`config.mk`:
```
export PLATFORM = sky130hd
export DESIGN_NAME = inst_encoder_flat
export DESIGN_NICKNAME = d
export VERILOG_FILES = /design/src/rtl/inst_enc_pkg.sv /design/src/rtl/inst_encoder_if.sv /design/src/rtl/inst_enc_fifo.sv /design/src/rtl/inst_encoder.sv /design/src/flat_wrapper.sv
export SDC_FILE = /design/constraint.sdc
export NUM_CORES = 1
export LEC_CHECK = 0
export CAP_MARGIN = 20
export CORE_ASPECT_RATIO = 2
export CORE_MARGIN = 8
export CORE_UTILIZATION = 45
export CTS_BUF_LIST = sky130_fd_sc_hd__clkbuf_16
export DETAILED_ROUTE_END_ITERATION = 8
export GPL_TIMING_DRIVEN = 0
export PLACE_DENSITY_LB_ADDON = 0.3
export SYNTH_ARGS = -nofsm -noshare
export SYNTH_HDL_FRONTEND = slang
export SYNTH_SLANG_ARGS = --single-unit
```
`constraint.sdc`:
```
create_clock -name clk -period 5.01 [get_ports clk]
set_input_delay 0.7515 -clock clk [delete_from_list [all_inputs] [get_ports clk]]
set_output_delay 0.7515 -clock clk [all_outputs]
set_load 0.02 [all_outputs]
```
`src/rtl/inst_enc_pkg.sv`:
```
// Shared types and constants for the RV32I instruction encoder.
// Holds the format codes, the field widths, the common opcodes and, when
// INST_ENCODER_IMM_CHECK_EN is defined, the immediate range check.
package inst_enc_pkg;

  localparam int unsigned INST_W   = 32;
  localparam int unsigned OPCODE_W = 7;
  localparam int unsigned REG_W    = 5;
  localparam int unsigned FUNCT3_W = 3;
  localparam int unsigned FUNCT7_W = 7;
  localparam int unsigned IMM_W    = 32;
  localparam int unsigned FMT_W    = 3;

  // Format codes; 6 and 7 are illegal and produce a flagged zero word.
  typedef enum logic [FMT_W-1:0] {
    FMT_R = 3'd0,
    FMT_I = 3'd1,
    FMT_S = 3'd2,
    FMT_B = 3'd3,
    FMT_U = 3'd4,
    FMT_J = 3'd5
  } fmt_e;

  localparam logic [OPCODE_W-1:0] OP_REG    = 7'h33;
  localparam logic [OPCODE_W-1:0] OP_IMM    = 7'h13;
  localparam logic [OPCODE_W-1:0] OP_STORE  = 7'h23;
  localparam logic [OPCODE_W-1:0] OP_BRANCH = 7'h63;
  localparam logic [OPCODE_W-1:0] OP_LUI    = 7'h37;
  localparam logic [OPCODE_W-1:0] OP_JAL    = 7'h6F;

`ifdef INST_ENCODER_IMM_CHECK_EN
  // True when imm cannot be carried exactly by the given format.
  // A signed N-bit value has bits [31:N-1] all equal.
  function automatic logic imm_unrepresentable(input logic [FMT_W-1:0] fmt,
                                               input logic [IMM_W-1:0] imm);
    logic bad;
    bad = 1'b0;
    case (fmt)
      FMT_I, FMT_S: bad = !((&imm[31:11]) || !(|imm[31:11]));
      FMT_B:        bad = !((&imm[31:12]) || !(|imm[31:12])) || imm[0];
      FMT_J:        bad = !((&imm[31:20]) || !(|imm[31:20])) || imm[0];
      FMT_U:        bad = |imm[11:0];
      default:      bad = 1'b0;
    endcase
    return bad;
  endfunction
`endif

endpackage

```
`src/rtl/inst_encoder_if.sv`:
```
// Field-bundle input and encoded-word output bus of inst_encoder.
// slave: encoder side (consumes fields, produces words).
// master: source/sink side (drives fields and out_ready).
// imm_err exists only when INST_ENCODER_IMM_CHECK_EN is defined.
interface inst_encoder_if #(
  parameter int unsigned ADDR_W = 32
);
  import inst_enc_pkg::*;

  logic                in_valid;
  logic                in_ready;
  logic [FMT_W-1:0]    fmt;
  logic [OPCODE_W-1:0] opcode;
  logic [REG_W-1:0]    rd;
  logic [FUNCT3_W-1:0] funct3;
  logic [REG_W-1:0]    rs1;
  logic [REG_W-1:0]    rs2;
  logic [FUNCT7_W-1:0] funct7;
  logic [IMM_W-1:0]    imm;
  logic                out_valid;
  logic                out_ready;
  logic [INST_W-1:0]   inst;
  logic [ADDR_W-1:0]   addr;
  logic                fmt_err;
`ifdef INST_ENCODER_IMM_CHECK_EN
  logic                imm_err;
`endif

  modport slave (
    input  in_valid, fmt, opcode, rd, funct3, rs1, rs2, funct7, imm, out_ready,
    output in_ready, out_valid, inst, addr, fmt_err
`ifdef INST_ENCODER_IMM_CHECK_EN
    , output imm_err
`endif
  );

  modport master (
    output in_valid, fmt, opcode, rd, funct3, rs1, rs2, funct7, imm, out_ready,
    input  in_ready, out_valid, inst, addr, fmt_err
`ifdef INST_ENCODER_IMM_CHECK_EN
    , input imm_err
`endif
  );

endinterface

```
`src/rtl/inst_enc_fifo.sv`:
```
// Generic 2-entry valid/ready FIFO.
// Ports: clk, reset (sync, active-high), push_valid/push_ready/push_data,
// pop_valid/pop_ready/pop_data. While empty, pop_data keeps showing the last
// popped entry (RST_VAL after reset).
module inst_enc_fifo #(
  parameter int unsigned W       = 32,
  parameter logic [W-1:0] RST_VAL = '0
) (
  input  logic         clk,
  input  logic         reset,
  input  logic         push_valid,
  output logic         push_ready,
  input  logic [W-1:0] push_data,
  output logic         pop_valid,
  input  logic         pop_ready,
  output logic [W-1:0] pop_data
);

  logic [W-1:0] mem_q [2];
  logic [1:0]   cnt_q;
  logic         wr_ptr_q;
  logic         rd_ptr_q;
  logic         push;
  logic         pop;
  logic         head_idx;

  // A pop on the same edge frees the slot the push lands in.
  assign push_ready = (cnt_q != 2'd2) || pop_ready;
  assign pop_valid  = (cnt_q != 2'd0);
  assign push       = push_valid && push_ready;
  assign pop        = pop_valid && pop_ready;

  // When empty the last popped entry sits behind rd_ptr and is untouched
  // until the next push, which writes at rd_ptr.
  assign head_idx = (cnt_q == 2'd0) ? ~rd_ptr_q : rd_ptr_q;
  assign pop_data = mem_q[head_idx];

  // Storage, pointers and occupancy
  always_ff @(posedge clk) begin
    if (reset) begin
      for (int i = 0; i < 2; i++) mem_q[i] <= RST_VAL;
      cnt_q    <= 2'd0;
      wr_ptr_q <= 1'b0;
      rd_ptr_q <= 1'b0;
    end else begin
      if (push) begin
        mem_q[wr_ptr_q] <= push_data;
        wr_ptr_q        <= ~wr_ptr_q;
      end
      if (pop) rd_ptr_q <= ~rd_ptr_q;
      case ({push, pop})
        2'b10:   cnt_q <= cnt_q + 2'd1;
        2'b01:   cnt_q <= cnt_q - 2'd1;
        default: cnt_q <= cnt_q;
      endcase
    end
  end

endmodule

```
`src/rtl/inst_encoder.sv`:
```
// RV32I instruction encoder: packs one field bundle per handshake into a
// 32-bit word, tags it with a sequential byte address and queues it in a
// 2-entry FIFO.
// Ports: clk, reset (sync, active-high), bus (inst_encoder_if.slave) with the
// field bundle, in_valid/in_ready, out_valid/out_ready, inst, addr, fmt_err.
// Optional macro INST_ENCODER_IMM_CHECK_EN adds bus.imm_err.
module inst_encoder
  import inst_enc_pkg::*;
#(
  parameter int unsigned        ADDR_W    = 32,
  parameter logic [ADDR_W-1:0]  BASE_ADDR = '0
) (
  input  logic          clk,
  input  logic          reset,
  inst_encoder_if.slave bus
);

`ifdef INST_ENCODER_IMM_CHECK_EN
  localparam int unsigned PAY_W = 2 + ADDR_W + INST_W;
  localparam logic [PAY_W-1:0] PAY_RST = {1'b0, 1'b0, BASE_ADDR, INST_W'(0)};
`else
  localparam int unsigned PAY_W = 1 + ADDR_W + INST_W;
  localparam logic [PAY_W-1:0] PAY_RST = {1'b0, BASE_ADDR, INST_W'(0)};
`endif

  logic [INST_W-1:0] enc_c;
  logic              fmt_err_c;
  logic [ADDR_W-1:0] addr_q;
  logic [PAY_W-1:0]  push_data;
  logic [PAY_W-1:0]  pop_data;

  // Field packing per format; illegal formats yield a flagged zero word
  always_comb begin
    enc_c     = '0;
    fmt_err_c = 1'b0;
    case (bus.fmt)
      FMT_R: enc_c = {bus.funct7, bus.rs2, bus.rs1, bus.funct3, bus.rd, bus.opcode};
      FMT_I: enc_c = {bus.imm[11:0], bus.rs1, bus.funct3, bus.rd, bus.opcode};
      FMT_S: enc_c = {bus.imm[11:5], bus.rs2, bus.rs1, bus.funct3, bus.imm[4:0],
                      bus.opcode};
      FMT_B: enc_c = {bus.imm[12], bus.imm[10:5], bus.rs2, bus.rs1, bus.funct3,
                      bus.imm[4:1], bus.imm[11], bus.opcode};
      FMT_U: enc_c = {bus.imm[31:12], bus.rd, bus.opcode};
      FMT_J: enc_c = {bus.imm[20], bus.imm[10:1], bus.imm[11], bus.imm[19:12],
                      bus.rd, bus.opcode};
      default: fmt_err_c = 1'b1;
    endcase
  end

`ifdef INST_ENCODER_IMM_CHECK_EN
  assign push_data = {fmt_err_c, imm_unrepresentable(bus.fmt, bus.imm), addr_q, enc_c};
  assign bus.imm_err = pop_data[INST_W+ADDR_W];
`else
  assign push_data = {fmt_err_c, addr_q, enc_c};
`endif

  assign bus.inst    = pop_data[INST_W-1:0];
  assign bus.addr    = pop_data[INST_W +: ADDR_W];
  assign bus.fmt_err = pop_data[PAY_W-1];

  // Address tag counter; wraps silently
  always_ff @(posedge clk) begin
    if (reset) begin
      addr_q <= BASE_ADDR;
    end else if (bus.in_valid && bus.in_ready) begin
      addr_q <= addr_q + ADDR_W'(4);
    end
  end

  inst_enc_fifo #(
    .W       (PAY_W),
    .RST_VAL (PAY_RST)
  ) u_fifo (
    .clk        (clk),
    .reset      (reset),
    .push_valid (bus.in_valid),
    .push_ready (bus.in_ready),
    .push_data  (push_data),
    .pop_valid  (bus.out_valid),
    .pop_ready  (bus.out_ready),
    .pop_data   (pop_data)
  );

endmodule

```
`src/flat_wrapper.sv`:
```
// flat-port wrapper written by rule: the top's interface ports become plain ports
module inst_encoder_flat import inst_enc_pkg::*;
#(
  parameter int unsigned        ADDR_W    = 32,
  parameter logic [ADDR_W-1:0]  BASE_ADDR = '0
)
  (clk, reset, bus_in_valid, bus_fmt, bus_opcode, bus_rd, bus_funct3, bus_rs1, bus_rs2, bus_funct7, bus_imm, bus_out_ready, bus_in_ready, bus_out_valid, bus_inst, bus_addr, bus_fmt_err);
  inst_encoder_if #(.ADDR_W(ADDR_W)) bus_i ();
  input  logic clk;
  input  logic reset;
  input wire logic [$bits(bus_i.in_valid)-1:0] bus_in_valid;
  input wire logic [$bits(bus_i.fmt)-1:0] bus_fmt;
  input wire logic [$bits(bus_i.opcode)-1:0] bus_opcode;
  input wire logic [$bits(bus_i.rd)-1:0] bus_rd;
  input wire logic [$bits(bus_i.funct3)-1:0] bus_funct3;
  input wire logic [$bits(bus_i.rs1)-1:0] bus_rs1;
  input wire logic [$bits(bus_i.rs2)-1:0] bus_rs2;
  input wire logic [$bits(bus_i.funct7)-1:0] bus_funct7;
  input wire logic [$bits(bus_i.imm)-1:0] bus_imm;
  input wire logic [$bits(bus_i.out_ready)-1:0] bus_out_ready;
  output wire logic [$bits(bus_i.in_ready)-1:0] bus_in_ready;
  output wire logic [$bits(bus_i.out_valid)-1:0] bus_out_valid;
  output wire logic [$bits(bus_i.inst)-1:0] bus_inst;
  output wire logic [$bits(bus_i.addr)-1:0] bus_addr;
  output wire logic [$bits(bus_i.fmt_err)-1:0] bus_fmt_err;
  assign bus_i.in_valid = bus_in_valid;
  assign bus_i.fmt = bus_fmt;
  assign bus_i.opcode = bus_opcode;
  assign bus_i.rd = bus_rd;
  assign bus_i.funct3 = bus_funct3;
  assign bus_i.rs1 = bus_rs1;
  assign bus_i.rs2 = bus_rs2;
  assign bus_i.funct7 = bus_funct7;
  assign bus_i.imm = bus_imm;
  assign bus_i.out_ready = bus_out_ready;
  assign bus_in_ready = bus_i.in_ready;
  assign bus_out_valid = bus_i.out_valid;
  assign bus_inst = bus_i.inst;
  assign bus_addr = bus_i.addr;
  assign bus_fmt_err = bus_i.fmt_err;
  inst_encoder #(.ADDR_W(ADDR_W), .BASE_ADDR(BASE_ADDR)) u_core (.clk(clk), .reset(reset), .bus(bus_i));
endmodule
```
==> flow_summary.rst <==
.. list-table::
   :header-rows: 1

   * - Metric
     - Value
   * - Met2 routed wirelength
     - 11400 um
   * - Worst Hold Endpoint
     - u_core.u_fifo.cnt_q[1]
   * - FF+latch count, synth
     - 160
   * - Yosys warning total
     - 0
   * - CP peak stage delay
     - about 0.63 ns
   * - Initial core utilization
     - 0.458
   * - Leading post-synthesis cells by instance count
     - sky130_fd_sc_hd__edfxtp_1 (126), sky130_fd_sc_hd__nor2_1 (95), sky130_fd_sc_hd__mux2_2 (65)
   * - Critical path startpoint category
     - flip-flop
   * - RSZ-0062 raised after global routing
     - no
   * - Drc violations
     - 0
   * - Post-cts repair resize count
     - 0
   * - Worst hold slack
     - between 0.5 and 0.6 ns
   * - Global-route wire length before repair
     - 30200 um
   * - Max Clock Skew
     - about 0.011 ns
   * - Horiz. Die Dim
     - 108 um
   * - Post-Synthesis Cell Area
     - approximately 0.0077 sq mm
   * - Number of placed instances, taps included
     - roughly 1000
   * - Core region area
     - 0.0168 sq mm
   * - Sum of routed wire length over all layers
     - 19600 um
   * - Mapped Avg Cell Area
     - 12.1 sq um
   * - Tcrit/Tclk final
     - 0.758
   * - H-tree depth reported by CTS
     - 4
   * - Average via count per standard cell
     - ~5.4
   * - Top post-synthesis cells by area
     - sky130_fd_sc_hd__edfxtp_1 (49%), sky130_fd_sc_hd__mux2_2 (9.5%), sky130_fd_sc_hd__dfxtp_1 (8.9%)
   * - Number of fill cells in the layout
     - ~1.4k
   * - Final Slew Violations
     - 0
   * - Final RePlAce weighted congestion
     - ~0.85
   * - Sum of buffers and inverters on the critical path
     - 2
   * - Final layout net count
     - 859
   * - Hold buffer count at CTS
     - 0
   * - Cell Area, Placed
     - 0.00932 sq mm
   * - Number of antenna cells inserted
     - 0
   * - LEAKAGE
     - 3.64 nW
   * - Root buf cell
     - sky130_fd_sc_hd__clkbuf_16
   * - Non-Filler Cell Area, Final
     - 0.00989 sq mm
   * - VDD IR-drop max
     - between 200 and 300 uV
   * - Worst reg-to-reg path cell count
     - 5
   * - Total global routing track utilization
     - 0.181
   * - Top routing layer in use
     - met4
   * - Top achievable clock speed
     - 0.263 GHz
   * - Final setup violating endpoints
     - 0
   * - Routed metal-1 wirelength
     - 6520 um
   * - Antenna violations before repair
     - 0
   * - Register-to-register setup slack
     - 2.64 ns
   * - Die height
     - 201 um
   * - Detail Route met3 WL
     - between 800 and 900 um
   * - Area grow syn2layout
     - 28.8%
   * - Clock tree from TritonCTS
     - built
   * - Reg2Reg Capture Point
     - u_core.u_fifo.mem_q[1][24]
   * - Highest net fanout along the worst path
     - 10
   * - Layout cell share with drive strength beyond 1
     - 0.181
   * - Post-synth top area share
     - 0.493
   * - Number of violations of the max-capacitance limit
     - 0
   * - Residual antenna-violating net count after detailed routing
     - 0
   * - Final min period
     - 3.80 ns
   * - Detailed router's first-iteration violation count
     - 234
   * - Cell family contributing the most delay on the critical path
     - buffers and inverters
   * - Total overflow reported by the global router
     - 0
   * - Number of endpoints with negative hold slack in the final report
     - 0
   * - Die Area
     - 0.0217 sq mm
   * - Register clock-pin slew on the reported worst setup and hold paths
     - 0.06 ns
   * - Max Buffers Root-to-Sink
     - 2
   * - Hold Path Class
     - flip-flop to flip-flop
   * - Endpoint class of the critical path
     - output pin
   * - Setup bufs post-CTS
     - 0
   * - Worst reg2reg path startpoint
     - u_core.u_fifo.cnt_q[0]
   * - Source-to-sink clock delay at the later pin of the worst-skew pair
     - 0.42 ns
   * - Pin count of the biggest net entering global routing
     - 64
   * - Cell count of the worst hold path
     - 2
   * - Slew at the pin closest to its max-slew limit
     - 0.944 ns
   * - # clock sinks
     - 160
   * - Critical path arrival
     - 3.04 ns
   * - Half-perimeter wire length after detailed placement
     - around 15000 um
   * - Number of non-filler instances in the completed layout
     - 1006
   * - DRT Pass-1 Iters
     - 4
   * - Number of library cell types mapped by synthesis
     - 52
   * - Number of top-level pins
     - 138
   * - Ys flop type
     - sky130_fd_sc_hd__edfxtp_1
   * - Sequential cell area fraction in the yosys report
     - 0.582
   * - Outcome
     - finished clean
   * - Via count of the routed design
     - 5429
   * - Vias in the first global route
     - 5969
   * - Min-Delay Startpoint
     - u_core.u_fifo.cnt_q[1]
   * - Number of buffers created by CTS
     - 17
   * - Routed wire length per instance
     - slightly below 20 um
   * - Data required time of the worst path
     - 4.26 ns
   * - Critical-path cell with the highest stage delay
     - sky130_fd_sc_hd__xor2_2
   * - WS Path Type
     - flip-flop to output pin
   * - Worst-path cell chain
     - or2_2, xor2_2, buf_4, mux2_2, clkdlybuf4s50_1
   * - I/O Buffers
     - roughly 130
   * - Number of flops mapped to enable cells by yosys
     - about 130
   * - Gate Count Post-Synth
     - 632
   * - Most used standard cell by instance count after synthesis
     - sky130_fd_sc_hd__edfxtp_1
   * - Worst slew slack as a fraction of its limit
     - 0.371
   * - Power density cells
     - 496 mW/mm^2
   * - Asr flop ratio synth
     - 0
   * - Row cnt
     - 67
   * - Dominant cell type by area after synthesis
     - sky130_fd_sc_hd__edfxtp_1
-- cells in the final DEF, fill, tap and decap left out, types with 3 or more instances in the layout --
cell,instances
sky130_fd_sc_hd__nand2_1,25
sky130_fd_sc_hd__mux2_1,8
sky130_fd_sc_hd__clkinv_4,3
sky130_fd_sc_hd__nand3_1,8
sky130_fd_sc_hd__mux2_2,65
sky130_fd_sc_hd__buf_2,10
sky130_fd_sc_hd__xnor2_1,6
sky130_fd_sc_hd__buf_6,5
sky130_fd_sc_hd__nor4_2,6
sky130_fd_sc_hd__nor2_1,95
sky130_fd_sc_hd__dfxtp_1,34
sky130_fd_sc_hd__o21a_1,4
sky130_fd_sc_hd__o31ai_1,10
sky130_fd_sc_hd__nor4_1,3
sky130_fd_sc_hd__edfxtp_1,126
sky130_fd_sc_hd__mux2i_1,8
sky130_fd_sc_hd__buf_4,11
sky130_fd_sc_hd__inv_4,4
sky130_fd_sc_hd__and4_1,3
sky130_fd_sc_hd__or3_1,3
sky130_fd_sc_hd__inv_1,7
sky130_fd_sc_hd__nand4_1,7
sky130_fd_sc_hd__and2_1,53
sky130_fd_sc_hd__xor2_1,7
sky130_fd_sc_hd__nor2b_1,27
sky130_fd_sc_hd__or4_1,9
sky130_fd_sc_hd__clkbuf_1,12
sky130_fd_sc_hd__clkbuf_16,17
sky130_fd_sc_hd__a22oi_1,10
sky130_fd_sc_hd__a21oi_1,31
sky130_fd_sc_hd__o21ai_0,9
sky130_fd_sc_hd__clkdlybuf4s50_1,132
-- worst max path at each step --
stage | end | slack, ns | startpoint | cells after the start
after CTS | bus_addr[20] | 1.18 | u_core.u_fifo.cnt_q[0] | 5
after floorplan | u_core.u_fifo.mem_q[0][0] | 0.53 | bus_out_ready | 4
after global routing | bus_addr[20] | 1.15 | u_core.u_fifo.cnt_q[0] | 5
after detailed placement | u_core.u_fifo.mem_q[1][58] | 1.32 | reset | 5
final | bus_addr[20] | 1.21 | u_core.u_fifo.cnt_q[0] | 5
after global placement | u_core.u_fifo.mem_q[0][57] | -1.54 | bus_out_ready | 5
-- cell families after synthesis --
group / count (synthesis) / synth area share
flops: 160 / 0.582
compound gates: 66 / 0.0514
simple gates: 262 / 0.192
xor+xnor: 14 / 0.0170
mux: 82 / 0.120
buf+inv: 45 / 0.0342
fa+ha+maj: 2 / 0.00326
other cells: 1 / 0.000489
-- per-stage QoR --
stage | power (W) | TNS, ns | util | setup slack [ns]
2_1_floorplan | 0.00283 | 0 | - | 0.529
3_3_place_gp | 0.00367 | -110.33 | 0.552 | -1.54
3_5_place_dp | 0.00370 | 0 | 0.556 | 1.32
4_1_cts | 0.00495 | 0 | 0.590 | 1.18
5_1_grt | 0.00508 | 0 | 0.590 | 1.15
6_report | 0.00490 | 0 | 0.590 | 1.21
-- power breakdown --
part | switching [W] | internal, W | leakage (nW)
registers | 0.0000433 | 0.00155 | 1.61
logic | 0.00103 | 0.00101 | 1.74
clock network | 0.000523 | 0.000730 | 0.284
total | 0.00160 | 0.00330 | 3.64
-- worst register-to-register path: cells and delay by family (launching register included) --
kind                   cells  cell delay, ns
and+or+nand+nor            3            1.12
DFF                        1            0.37
buffers and inverters      2            0.41
-- registers in the layout, indices dropped and copies added (netlist names) --
name / flops
u_core.addr_q: 30
u_core.u_fifo.cnt_q: 2
u_core.u_fifo.mem_q: 126
u_core.u_fifo.rd_ptr_q: 1
u_core.u_fifo.wr_ptr_q: 1
-- routing by layer --
metal	GRT usage	vias to the layer above
li1	-	2573
met5	0	-
met3	0.0376	38
met4	0.0995	0
met2	0.358	150
met1	0.158	2668
-- area by class of cell --
class                      count  area [sq um]  area share
tap                          207           259      0.0262
inverter                       7          28.8     0.00291
clock inverter                15           143      0.0144
multi-input combinational    428          2970       0.300
sequential                   160          4460       0.452
buffer                        38           234      0.0237
timing repair buffer         134          1360       0.138
clock buffer                  17           425      0.0430
Note: power is estimated with default switching activity, not from simulation.
